### src/rtl/life_cell_streamer_if.sv
// Cell output stream between the life-cell streamer (master) and its consumer (slave).
// A cell is transferred on every clock where cell_valid and cell_ready are both high.
interface life_cell_streamer_if;
  logic       cell_valid;
  logic       cell_ready;
  logic [2:0] cell_x;
  logic [2:0] cell_y;
  logic       cell_alive;
  logic       cell_born;
  logic       cell_died;

  modport master (
    output cell_valid, cell_x, cell_y, cell_alive, cell_born, cell_died,
    input  cell_ready
  );

  modport slave (
    input  cell_valid, cell_x, cell_y, cell_alive, cell_born, cell_died,
    output cell_ready
  );
endinterface

### src/rtl/life_cell_streamer.sv
// Scans the 64 cells of an 8x8 life array (four 4x4 tiles) and streams each cell with
// alive/born/died flags over a valid/ready register, reporting scan totals on completion.
module life_cell_streamer #(
  parameter bit RASTER = 1'b1
) (
  input  logic                        clk,
  input  logic                        reset,
  input  logic                        start,
  output logic                        busy,
  output logic                        step_inhibit,
  output logic [1:0]                  valo_selector,
  input  logic [15:0]                 valo,
  input  logic [15:0]                 valo_prev,
  life_cell_streamer_if.master        cell_if,
  output logic                        done,
  output logic [6:0]                  alive_count,
  output logic [6:0]                  born_count,
  output logic [6:0]                  died_count
);

  typedef enum logic [1:0] {
    ST_IDLE  = 2'd0,
    ST_SCAN  = 2'd1,
    ST_DRAIN = 2'd2
  } state_t;

  state_t      state_r;
  state_t      state_nx_s;
  logic [5:0]  cnt_r;
  logic [2:0]  x_s;
  logic [2:0]  y_s;
  logic [1:0]  sel_s;
  logic [3:0]  bit_s;
  logic        load_s;
  logic        clear_s;
  logic        finish_s;
  logic        accept_s;

  logic        busy_r;
  logic        done_r;
  logic        cell_valid_r;
  logic [2:0]  cell_x_r;
  logic [2:0]  cell_y_r;
  logic        cell_alive_r;
  logic        cell_born_r;
  logic        cell_died_r;
  logic [6:0]  run_alive_r;
  logic [6:0]  run_born_r;
  logic [6:0]  run_died_r;
  logic [6:0]  alive_count_r;
  logic [6:0]  born_count_r;
  logic [6:0]  died_count_r;

  assign accept_s = cell_valid_r & cell_if.cell_ready;

  // Counter to coordinate decode; the counter sits at 0 in IDLE so selector 0 serves cell 0 at start.
  always_comb begin
    x_s = 3'd0;
    y_s = 3'd0;
    if (RASTER) begin
      y_s = cnt_r[5:3];
      x_s = cnt_r[2:0];
    end else begin
      x_s = {cnt_r[5], cnt_r[3:2]};
      y_s = {cnt_r[4], cnt_r[1:0]};
    end
    sel_s         = {x_s[2], y_s[2]};
    bit_s         = {x_s[1:0], y_s[1:0]};
    valo_selector = (state_r == ST_SCAN) ? sel_s : 2'd0;
  end

  // Next-state and control strobes.
  always_comb begin
    state_nx_s = state_r;
    load_s     = 1'b0;
    clear_s    = 1'b0;
    finish_s   = 1'b0;
    case (state_r)
      ST_IDLE: begin
        if (start) begin
          load_s     = 1'b1;
          clear_s    = 1'b1;
          state_nx_s = ST_SCAN;
        end else begin
          state_nx_s = ST_IDLE;
        end
      end
      ST_SCAN: begin
        if (!cell_valid_r || cell_if.cell_ready) begin
          load_s     = 1'b1;
          state_nx_s = (cnt_r == 6'd63) ? ST_DRAIN : ST_SCAN;
        end else begin
          state_nx_s = ST_SCAN;
        end
      end
      ST_DRAIN: begin
        if (accept_s) begin
          finish_s   = 1'b1;
          state_nx_s = ST_IDLE;
        end else begin
          state_nx_s = ST_DRAIN;
        end
      end
      default: begin
        state_nx_s = ST_IDLE;
      end
    endcase
  end

  // State, busy and done registers.
  always_ff @(posedge clk) begin
    if (reset) begin
      state_r <= ST_IDLE;
      busy_r  <= 1'b0;
      done_r  <= 1'b0;
    end else begin
      state_r <= state_nx_s;
      busy_r  <= (state_nx_s != ST_IDLE);
      done_r  <= finish_s;
    end
  end

  // Cell counter and output cell register; holds while a presented cell is stalled.
  always_ff @(posedge clk) begin
    if (reset) begin
      cnt_r        <= 6'd0;
      cell_valid_r <= 1'b0;
      cell_x_r     <= 3'd0;
      cell_y_r     <= 3'd0;
      cell_alive_r <= 1'b0;
      cell_born_r  <= 1'b0;
      cell_died_r  <= 1'b0;
    end else if (load_s) begin
      cnt_r        <= cnt_r + 6'd1;
      cell_valid_r <= 1'b1;
      cell_x_r     <= x_s;
      cell_y_r     <= y_s;
      cell_alive_r <= valo[bit_s];
      cell_born_r  <= valo[bit_s] & ~valo_prev[bit_s];
      cell_died_r  <= ~valo[bit_s] & valo_prev[bit_s];
    end else if (accept_s) begin
      cell_valid_r <= 1'b0;
    end else begin
      cell_valid_r <= cell_valid_r;
    end
  end

  // Running totals over accepted cells, published when the last cell is taken.
  always_ff @(posedge clk) begin
    if (reset) begin
      run_alive_r   <= 7'd0;
      run_born_r    <= 7'd0;
      run_died_r    <= 7'd0;
      alive_count_r <= 7'd0;
      born_count_r  <= 7'd0;
      died_count_r  <= 7'd0;
    end else begin
      if (clear_s) begin
        run_alive_r <= 7'd0;
        run_born_r  <= 7'd0;
        run_died_r  <= 7'd0;
      end else if (accept_s) begin
        run_alive_r <= run_alive_r + {6'd0, cell_alive_r};
        run_born_r  <= run_born_r + {6'd0, cell_born_r};
        run_died_r  <= run_died_r + {6'd0, cell_died_r};
      end else begin
        run_alive_r <= run_alive_r;
      end
      if (finish_s) begin
        alive_count_r <= run_alive_r + {6'd0, cell_alive_r};
        born_count_r  <= run_born_r + {6'd0, cell_born_r};
        died_count_r  <= run_died_r + {6'd0, cell_died_r};
      end else begin
        alive_count_r <= alive_count_r;
      end
    end
  end

  assign busy               = busy_r;
  assign step_inhibit       = busy_r;
  assign done               = done_r;
  assign alive_count        = alive_count_r;
  assign born_count         = born_count_r;
  assign died_count         = died_count_r;
  assign cell_if.cell_valid = cell_valid_r;
  assign cell_if.cell_x     = cell_x_r;
  assign cell_if.cell_y     = cell_y_r;
  assign cell_if.cell_alive = cell_alive_r;
  assign cell_if.cell_born  = cell_born_r;
  assign cell_if.cell_died  = cell_died_r;

endmodule

### src/flat_wrapper.sv
// flat-port wrapper written by rule: the top's interface ports become plain ports
module life_cell_streamer_flat 
#(
  parameter bit RASTER = 1'b1
)
  (clk, reset, start, busy, step_inhibit, valo_selector, valo, valo_prev, done, alive_count, born_count, died_count, cell_if_cell_valid, cell_if_cell_x, cell_if_cell_y, cell_if_cell_alive, cell_if_cell_born, cell_if_cell_died, cell_if_cell_ready);
  life_cell_streamer_if cell_if_i ();
  input  logic clk;
  input  logic reset;
  input  logic start;
  output logic busy;
  output logic step_inhibit;
  output logic [1:0] valo_selector;
  input  logic [15:0] valo;
  input  logic [15:0] valo_prev;
  output logic done;
  output logic [6:0] alive_count;
  output logic [6:0] born_count;
  output logic [6:0] died_count;
  output wire logic [$bits(cell_if_i.cell_valid)-1:0] cell_if_cell_valid;
  output wire logic [$bits(cell_if_i.cell_x)-1:0] cell_if_cell_x;
  output wire logic [$bits(cell_if_i.cell_y)-1:0] cell_if_cell_y;
  output wire logic [$bits(cell_if_i.cell_alive)-1:0] cell_if_cell_alive;
  output wire logic [$bits(cell_if_i.cell_born)-1:0] cell_if_cell_born;
  output wire logic [$bits(cell_if_i.cell_died)-1:0] cell_if_cell_died;
  input wire logic [$bits(cell_if_i.cell_ready)-1:0] cell_if_cell_ready;
  assign cell_if_cell_valid = cell_if_i.cell_valid;
  assign cell_if_cell_x = cell_if_i.cell_x;
  assign cell_if_cell_y = cell_if_i.cell_y;
  assign cell_if_cell_alive = cell_if_i.cell_alive;
  assign cell_if_cell_born = cell_if_i.cell_born;
  assign cell_if_cell_died = cell_if_i.cell_died;
  assign cell_if_i.cell_ready = cell_if_cell_ready;
  life_cell_streamer #(.RASTER(RASTER)) u_core (.clk(clk), .reset(reset), .start(start), .busy(busy), .step_inhibit(step_inhibit), .valo_selector(valo_selector), .valo(valo), .valo_prev(valo_prev), .cell_if(cell_if_i), .done(done), .alive_count(alive_count), .born_count(born_count), .died_count(died_count));
endmodule
### config.mk
export PLATFORM = sky130hd
export DESIGN_NAME = life_cell_streamer_flat
export DESIGN_NICKNAME = d
export VERILOG_FILES = /design/src/rtl/life_cell_streamer_if.sv /design/src/rtl/life_cell_streamer.sv /design/src/flat_wrapper.sv
export SDC_FILE = /design/constraint.sdc
export NUM_CORES = 1
export LEC_CHECK = 0
export BUFFER_PORTS_ARGS = -buffer_cell sky130_fd_sc_hd__buf_2
export CAP_MARGIN = 20
export CORE_MARGIN = 8
export CORE_UTILIZATION = 48
export DETAILED_ROUTE_END_ITERATION = 8
export PLACE_DENSITY_LB_ADDON = 0.1
export SETUP_SLACK_MARGIN = 0.2
export SLEW_MARGIN = 10
export SYNTH_ARGS = -nofsm -noshare
export SYNTH_HDL_FRONTEND = slang
export SYNTH_SLANG_ARGS = --single-unit
### constraint.sdc
create_clock -name clk -period 3.45 [get_ports clk]
set_clock_uncertainty 0.1 [all_clocks]
set_input_delay 0.5175 -clock clk [delete_from_list [all_inputs] [get_ports clk]]
set_output_delay 0.5175 -clock clk [all_outputs]
set_load 0.05 [all_outputs]
Word level (Yosys, flattened, before mapping)
Cells that the tools add are included.
{"block": "totals", "reg_bits": 62, "in_bits": 36}
{"block": "op_classes", "addsub": 4, "n_lt_le_gt_ge": 1, "eq_ne": 3, "muxes": 18, "n_bitwise": 5, "reduce_logical": 6}
{"cell": "$add A7 B1 Y7", "n": 3}
{"cell": "$mux W1", "n": 10}
{"cell": "$bmux W1 S4", "n": 2}
{"cell": "$mux W2", "n": 4}
{"cell": "$add A6 B1 Y6 const B", "n": 1}
{"cell": "$eq A6 B6 Y1 const B", "n": 1}
{"cell": "$pmux W2 S3", "n": 1}
{"cell": "$lt A4 B5 Y1 const B", "n": 1}
{"cell": "$reduce_bool A2 Y1", "n": 2}
{"cell": "$and A1 B1 Y1", "n": 3}
{"cell": "$eq A2 B1 Y1 const B", "n": 1}
{"cell": "$eq A2 B2 Y1 const B", "n": 1}
{"cell": "$logic_not A2 Y1", "n": 1}
{"cell": "$not A1 Y1", "n": 2}
{"cell": "$pmux W1 S2", "n": 1}
{"cell": "$reduce_or A2 Y1", "n": 1}
{"cell": "$logic_not A1 Y1", "n": 1}
{"cell": "$logic_or A1 B1 Y1", "n": 1}

Depth between registers and ports, before layout
Gate-level depths: netlist of run 1.
{"block": "logic_depth", "depth_word": 5, "depth_mapped": 7, "ltp_nobuf": 6}

Least setup slack after synthesis of run 1
Ideal clock, no wire load.
{"block": "synth_path", "path_kind": "flip-flop to flip-flop", "start": "reg u_core.cell_alive_r, in the netlist u_core.cell_if.cell_alive", "end": "reg u_core.alive_count_r[6], in the netlist u_core.alive_count[6]", "setup_time_ns": 0.086, "arrival_ns": 1.728, "setup_slack_ns": 1.537, "stages_incl_launch_ff": 7, "period_less_slack_ns": 1.913, "cell_sequence": "dfxtp_1 > ha_1 > ha_1 > and3_1 > nand3_1 > xor2_1 > a211oi_1"}
{"block": "synth_between", "elab_chain_len": 1}
{"item": "start, declared", "line": "life_cell_streamer.sv:44", "text": "logic cell_alive_r;"}
{"item": "start signal, assigned", "line": "life_cell_streamer.sv:138", "text": "cell_alive_r <= valo[bit_s];"}
{"item": "$add A7 B1 Y7", "line": "life_cell_streamer.sv:170", "text": "alive_count_r <= run_alive_r + {6'd0, cell_alive_r};"}
{"item": "end signal, assigned", "line": "life_cell_streamer.sv:170"}
{"item": "end signal, assigned", "line": "life_cell_streamer.sv:174", "text": "alive_count_r <= alive_count_r;"}
{"item": "end, declared", "line": "life_cell_streamer.sv:50", "text": "logic [6:0] alive_count_r;"}
Every way passes these cells.
A chain may end at the register's enable or synchronous reset.

Worst setup path after layout of run 1
{"block": "layout_path", "start": "reg u_core.cnt_r[3]", "end": "reg u_core.cell_born_r, in the netlist u_core.cell_if.cell_born"}
{"block": "layout_between", "elab_chain_len": 4, "elab_cells_between_ends": 6}
{"item": "start, declared", "line": "life_cell_streamer.sv:29", "text": "logic [5:0] cnt_r;"}
{"item": "start signal, assigned", "line": "life_cell_streamer.sv:134", "text": "cnt_r <= cnt_r + 6'd1;"}
{"item": "$bmux W1 S4", "line": "life_cell_streamer.sv:139", "text": "cell_born_r <= valo[bit_s] & ~valo_prev[bit_s];"}
{"item": "$mux W1 (not written as such)", "line": "life_cell_streamer.sv:139"}
{"item": "$not A1 Y1", "line": "life_cell_streamer.sv:139"}
{"item": "$and A1 B1 Y1 *", "line": "life_cell_streamer.sv:139"}
{"item": "end signal, assigned", "line": "life_cell_streamer.sv:139"}
{"item": "end, declared", "line": "life_cell_streamer.sv:45", "text": "logic cell_born_r;"}
Every way passes the cells marked *; elsewhere a longest branch is shown, timed or not. The select of a mux whose other input is x is not followed.

==> results.cfg, run 1 <==
[status]
status = finished clean

[sta]
layout_min_cycle_time_ps = 2050
worst-slew-pin-transition_ps = 720
layout_setup_ws_ps = 1400
grt_setup_unrepaired = false
slew_headroom_pct = 52.0
fin_setup_tns_ps = 0
period_share_pct = 59.3
setup-violations-final = 0
max_freq_mhz = 489
finalHoldViolCount = 0
drv_slew = 0

[detailed_routing]
drc = 0
antenna_left = 0
routed_wl_mm = 6.46
avgRoutedWirePerCell_um = 14.0
drt_iter0_drc = 130
first_pass_iters = 4
routed_via_density = 5.14
vias = 2378

[place]
dp_hpwl_mm = 4.59
routabilityCongestion = 0.837
post-place-ws_ps = 1380
port_buffers = 71

[logic_synthesis]
yosysUniqueCellTypes = 38
synthCells = 320
netlist_area_um2 = 2890
yosys_warnings = 0
synth_nets = 363
yosysSeqAreaShare_pct = 42.9
ys_seq_elements = 62
avgSynthCellArea_um2 = 9.03

[finish]
syn_to_final_growth_pct = 19.4
antennaDiodeCount = 0
drive_above_1_share_pct = 25.3
nets = 427

[global_route]
gr-usage-all-layers_pct = 15.8
antenna_found_initial = 0
grt_overflow = 0
grt_pass1_wl_mm = 11.1
grt_pass1_vias = 2459
grt_max_degree = 45

[cts]
cts_tree = done
cts_resized = 0
numCtsBuffers = 9
cts.sinks = 62
cts_setup_buffers = 0
clockBufferDepth = 2
htree_levels = 3
cts.clk_slew.worst_paths_ps = 60
cts-root-buf = clkbuf_8
worstSkewPairLatency_ps = 340
hold_buffers = 0

[worst_setup_path]
arrival_ps = 2220
crit_slowest_cell = dfxtp_1
critPathBufInv = 0
crit_path_max_fanout = 12
cp-start-kind = register
cpLargestDelayFamily = flip-flops
crit_required_ps = 3630
path_cells = mux4_1, a22o_1, nor2_2, a32o_1
slowest_delay_ps = 690
path_class = register to register
cp-end-kind = register

[die]
fp.dieW_um = 93.6
rows = 28
start_util_pct = 49.1
core-area_um2 = 5890
die_y_um = 93.6
io_pins = 72
dieArea_um2 = 8760

[flow_run]
drv_cap = 0

[pwr]
power.density_nw_per_um2 = 441
leakagePower_nw = 1.38
ir_drop_mv = 0.343

[worst_hold_path]
hold_path_class = register to register
## power breakdown
part	internal (mW)	total [mW]	switching [mW]
Clock	0.347	0.624	0.277
Sequential	0.730	0.746	0.0164
Combinational	0.0563	0.153	0.0965
Total	1.13	1.52	0.390
## worst min-delay path: stages (launching register included)
cell and delay (ps):
dfxtp_1 310, nand2_1 50, a21oi_1 50
## final timing paths
path / cells past startpoint / to / slack (ps) / start
worst max-delay path: 4 / u_core.cell_if.cell_born$_SDFFE_PP0P_ / 1400 / u_core.cnt_r[3]$_SDFFE_PP0P_
worst min-delay path: 2 / u_core.cell_if.cell_x[1]$_SDFFE_PP0P_ / 360 / u_core.cell_if.cell_x[1]$_SDFFE_PP0P_
worst max register to register: 4 / u_core.cell_if.cell_born$_SDFFE_PP0P_ / 1400 / u_core.cnt_r[3]$_SDFFE_PP0P_
worst min register to register: 2 / u_core.cell_if.cell_x[1]$_SDFFE_PP0P_ / 360 / u_core.cell_if.cell_x[1]$_SDFFE_PP0P_
## flip-flops by register name, summed over array words and instances (netlist names), 2 cells and up
name                   count
u_core.alive_count         7
u_core.born_count          7
u_core.died_count          7
u_core.run_alive_r         7
u_core.run_born_r          7
u_core.run_died_r          7
u_core.cnt_r               6
u_core.cell_if.cell_x      3
u_core.cell_if.cell_y      3
u_core.state_r             2
## cell type report
type                    count  area, um2
fillers                   583       2430
multi-input cells         237       1550
flip-flops and latches     62       1240
repair buffers             74        378
clock buffers              11        141
well taps                  75       93.8
clock inverters             4       47.5
## Yosys cell counts
| cell | instances | area, um2 |
|---|---|---|
| buf_6 | 1 | 11.3 |
| o41ai_2 | 1 | 16.3 |
| nor2_2 | 1 | 6.26 |
| o21bai_1 | 1 | 7.51 |
| nor2b_1 | 5 | 31.3 |
| and3b_1 | 2 | 17.5 |
| nand4_1 | 6 | 37.5 |
| a21o_1 | 1 | 7.51 |
| nor2_1 | 40 | 150 |
| mux2i_1 | 1 | 10.0 |
| a22o_1 | 2 | 17.5 |
| clkbuf_1 | 12 | 45.0 |
| nand3_1 | 17 | 85.1 |
| a32o_1 | 1 | 10.0 |
| o21ba_2 | 1 | 10.0 |
| xor2_1 | 20 | 175 |
| buf_4 | 1 | 7.51 |
| dfxtp_1 | 62 | 1240 |
| a41o_2 | 1 | 11.3 |
| nand4_2 | 1 | 12.5 |
| mux4_2 | 3 | 67.6 |
| buf_2 | 7 | 35.0 |
| xnor2_1 | 11 | 96.3 |
| nand4bb_1 | 1 | 11.3 |
| o21ai_0 | 4 | 20.0 |
| and2_1 | 3 | 18.8 |
| nor3_1 | 4 | 20.0 |
| or3_1 | 4 | 25.0 |
| mux4_1 | 5 | 131 |
| nand2_1 | 45 | 169 |
| a211oi_1 | 15 | 113 |
| a21oi_1 | 25 | 125 |
| and3_1 | 4 | 25.0 |
| and2_2 | 1 | 7.51 |
| nand2b_1 | 1 | 6.26 |
| ha_1 | 7 | 87.6 |
| nand2_2 | 1 | 6.26 |
| nand3b_1 | 2 | 15.0 |
## placed cells by master, fill, tap and decap left out, types with 4 or more instances in the layout
| cell | n |
|---|---|
| a211oi_1 | 15 |
| a21oi_1 | 25 |
| and3_1 | 4 |
| buf_2 | 71 |
| clkbuf_8 | 10 |
| dfxtp_1 | 62 |
| ha_1 | 7 |
| mux4_1 | 5 |
| nand2_1 | 45 |
| nand3_1 | 17 |
| nand4_1 | 6 |
| nor2_1 | 40 |
| nor2b_1 | 5 |
| nor3_1 | 4 |
| o21ai_0 | 4 |
| or3_1 | 4 |
| xnor2_1 | 11 |
| xor2_1 | 20 |
## logic make-up (layout without fill, tap and decap cells)
family / count (synthesis) / after routing / synth area share, %
AOI/OAI and AO/OA: 52 / 52 / 11.7
xor gates and xnor gates: 31 / 31 / 9.39
adders and majority gates: 7 / 7 / 3.03
buffers and inverters: 21 / 89 / 3.42
DFF: 62 / 62 / 42.9
muxes: 9 / 9 / 7.23
and+or+nand+nor: 138 / 138 / 22.3
## metrics by stage
step	hold slack [ps]	area [um2]	utilization, %	std cells	total power, mW
detailed placement	350	3260	55.4	448	0.916
global placement	344	3260	55.4	448	0.914
CTS	360	3450	58.7	463	1.55
global route	379	3450	58.7	463	1.59
floorplan	338	2890	-	320	0.868
finish	355	3450	58.7	463	1.52
## metal layers
metal	wire (um)	up-vias	share of wire [%]	global-route usage [%]
met2	3080	58	48	26.1
met4	121	0	1.9	8.32
met1	2920	1069	45	17.8
met3	339	10	5.2	4.89
met5	0	-	0	0
li1	-	1241	-	-
Power figures use the tool's default switching activity.
==> run 2, diff against run 1 <==
Clock period 3.45 ns to 1.8 ns, I/O delays scaled along.
==> results.cfg, run 2 (synthesis gave the netlist of run 1 again) <==
[sta]
finalHoldViolCount = 0
max_freq_mhz = 595
setup-violations-final = 0
fin_setup_tns_ps = 0
layout_min_cycle_time_ps = 1680
slew_headroom_pct = 52.7
grt_setup_unrepaired = true
hold_slack_ps = 141
drv_slew = 0
period_share_pct = 93.4
layout_setup_ws_ps = 119
worst-slew-pin-transition_ps = 710

[worst_setup_path]
cp-start-kind = register
cp-end-kind = register
crit_path_max_fanout = 5
path_class = register to register
arrival_ps = 1810
crit_required_ps = 1930

[die]
core-area_um2 = 5890
dieArea_um2 = 8760
die_y_um = 93.6
rows = 28
io_pins = 72
fp.dieW_um = 93.6
start_util_pct = 49.1

[cts]
hold_buffers = 0
clockBufferDepth = 2
worstSkewPairLatency_ps = 340
cts.sinks = 62
cts-root-buf = clkbuf_8
cts_tree = done
cts.clk_slew.worst_paths_ps = 70
numCtsBuffers = 9
htree_levels = 3

[pwr]
finalPower_mw = 2.89
leakagePower_nw = 1.41
power.density_nw_per_um2 = 793
ir_drop_mv = 0.742

[finish]
layout_common_cells = buf_2, dfxtp_1, nand2_1
multi_input_area_um2 = 1620
drive_above_1_share_pct = 34.1
syn_to_final_growth_pct = 26.3
final_util_pct = 62.0
register_area_um2 = 1270
nets = 438
finalInstanceArea_um2 = 3650
stdcell_count = 474
n_fill_cell = 563
antennaDiodeCount = 0
final_common_cell = buf_2

[detailed_routing]
antenna_left = 0
dr_wl_met2_mm = 3.11
drc = 0
routed_wl_mm = 6.61
drt_iter0_drc = 58
avgRoutedWirePerCell_um = 13.9
wl_met3_um = 389
vias = 2432
wl_met1_mm = 3.00
first_pass_iters = 4
routed_via_density = 5.13
top_layer = met4

[place]
post-place-ws_ps = 79.4
routabilityCongestion = 0.801
post-place-cells = 457
place_area_um2 = 3430
dp_hpwl_mm = 4.85
port_buffers = 71

[status]
status = finished clean

[global_route]
grt_pass1_vias = 2462
antenna_found_initial = 0
grt_overflow = 0
gr-usage-all-layers_pct = 15.9
grt_max_degree = 37
grt_pass1_wl_mm = 11.1

[worst_hold_path]
hold_path_class = input port to register

[flow_run]
drv_cap = 0
## run 2: power breakdown
| part | switching [mW] | internal [mW] | total (mW) |
|---|---|---|---|
| combinational | 0.192 | 0.124 | 0.316 |
| sequential | 0.0365 | 1.40 | 1.44 |
| clock | 0.532 | 0.609 | 1.14 |
## run 2: path summary, 6_finish.rpt
kind                                      start                                     end  slack (ps)  cells past startpoint
max                u_core.cnt_r[3]$_SDFFE_PP0P_   u_core.cell_if.cell_born$_SDFFE_PP0P_         120                      5
min                          cell_if_cell_ready  u_core.cell_if.cell_valid$_SDFFE_PP0P_         140                      4
max reg2reg        u_core.cnt_r[3]$_SDFFE_PP0P_   u_core.cell_if.cell_born$_SDFFE_PP0P_         120                      5
min reg2reg  u_core.alive_count[0]$_SDFFE_PP0P_      u_core.alive_count[0]$_SDFFE_PP0P_         350                      2
## run 2: critical path, cell delays in order (launching register included)
cell and delay [ps]:
dfxtp_4 390, buf_12 120, mux4_2 500, nand2_2 90
nand4_2 120, a32o_1 250
## run 2: final cells by class
type                    instances  share of cell area [%]
multi-input cells             237                    44.3
flip-flops and latches         62                    34.7
clock inverters                 3                   0.480
repair buffers                 85                    13.4
clock buffers                  12                    4.56
well taps                      75                    2.57
## run 2: routing by layer
metal	up-vias	global-route usage, %
li1	1258	-
met1	1112	18.0
met2	50	26.3
met3	12	5.13
met4	0	8.19
met5	-	0
## run 2: what timing repair did
item | CTS | global route
gates resized for setup | 4 | 8
buffers inserted | 1 | 1
setup endpoints to repair | 6 | 21
endpoints found under the hold margin | 0 | 0
pin swaps | 1 | 5
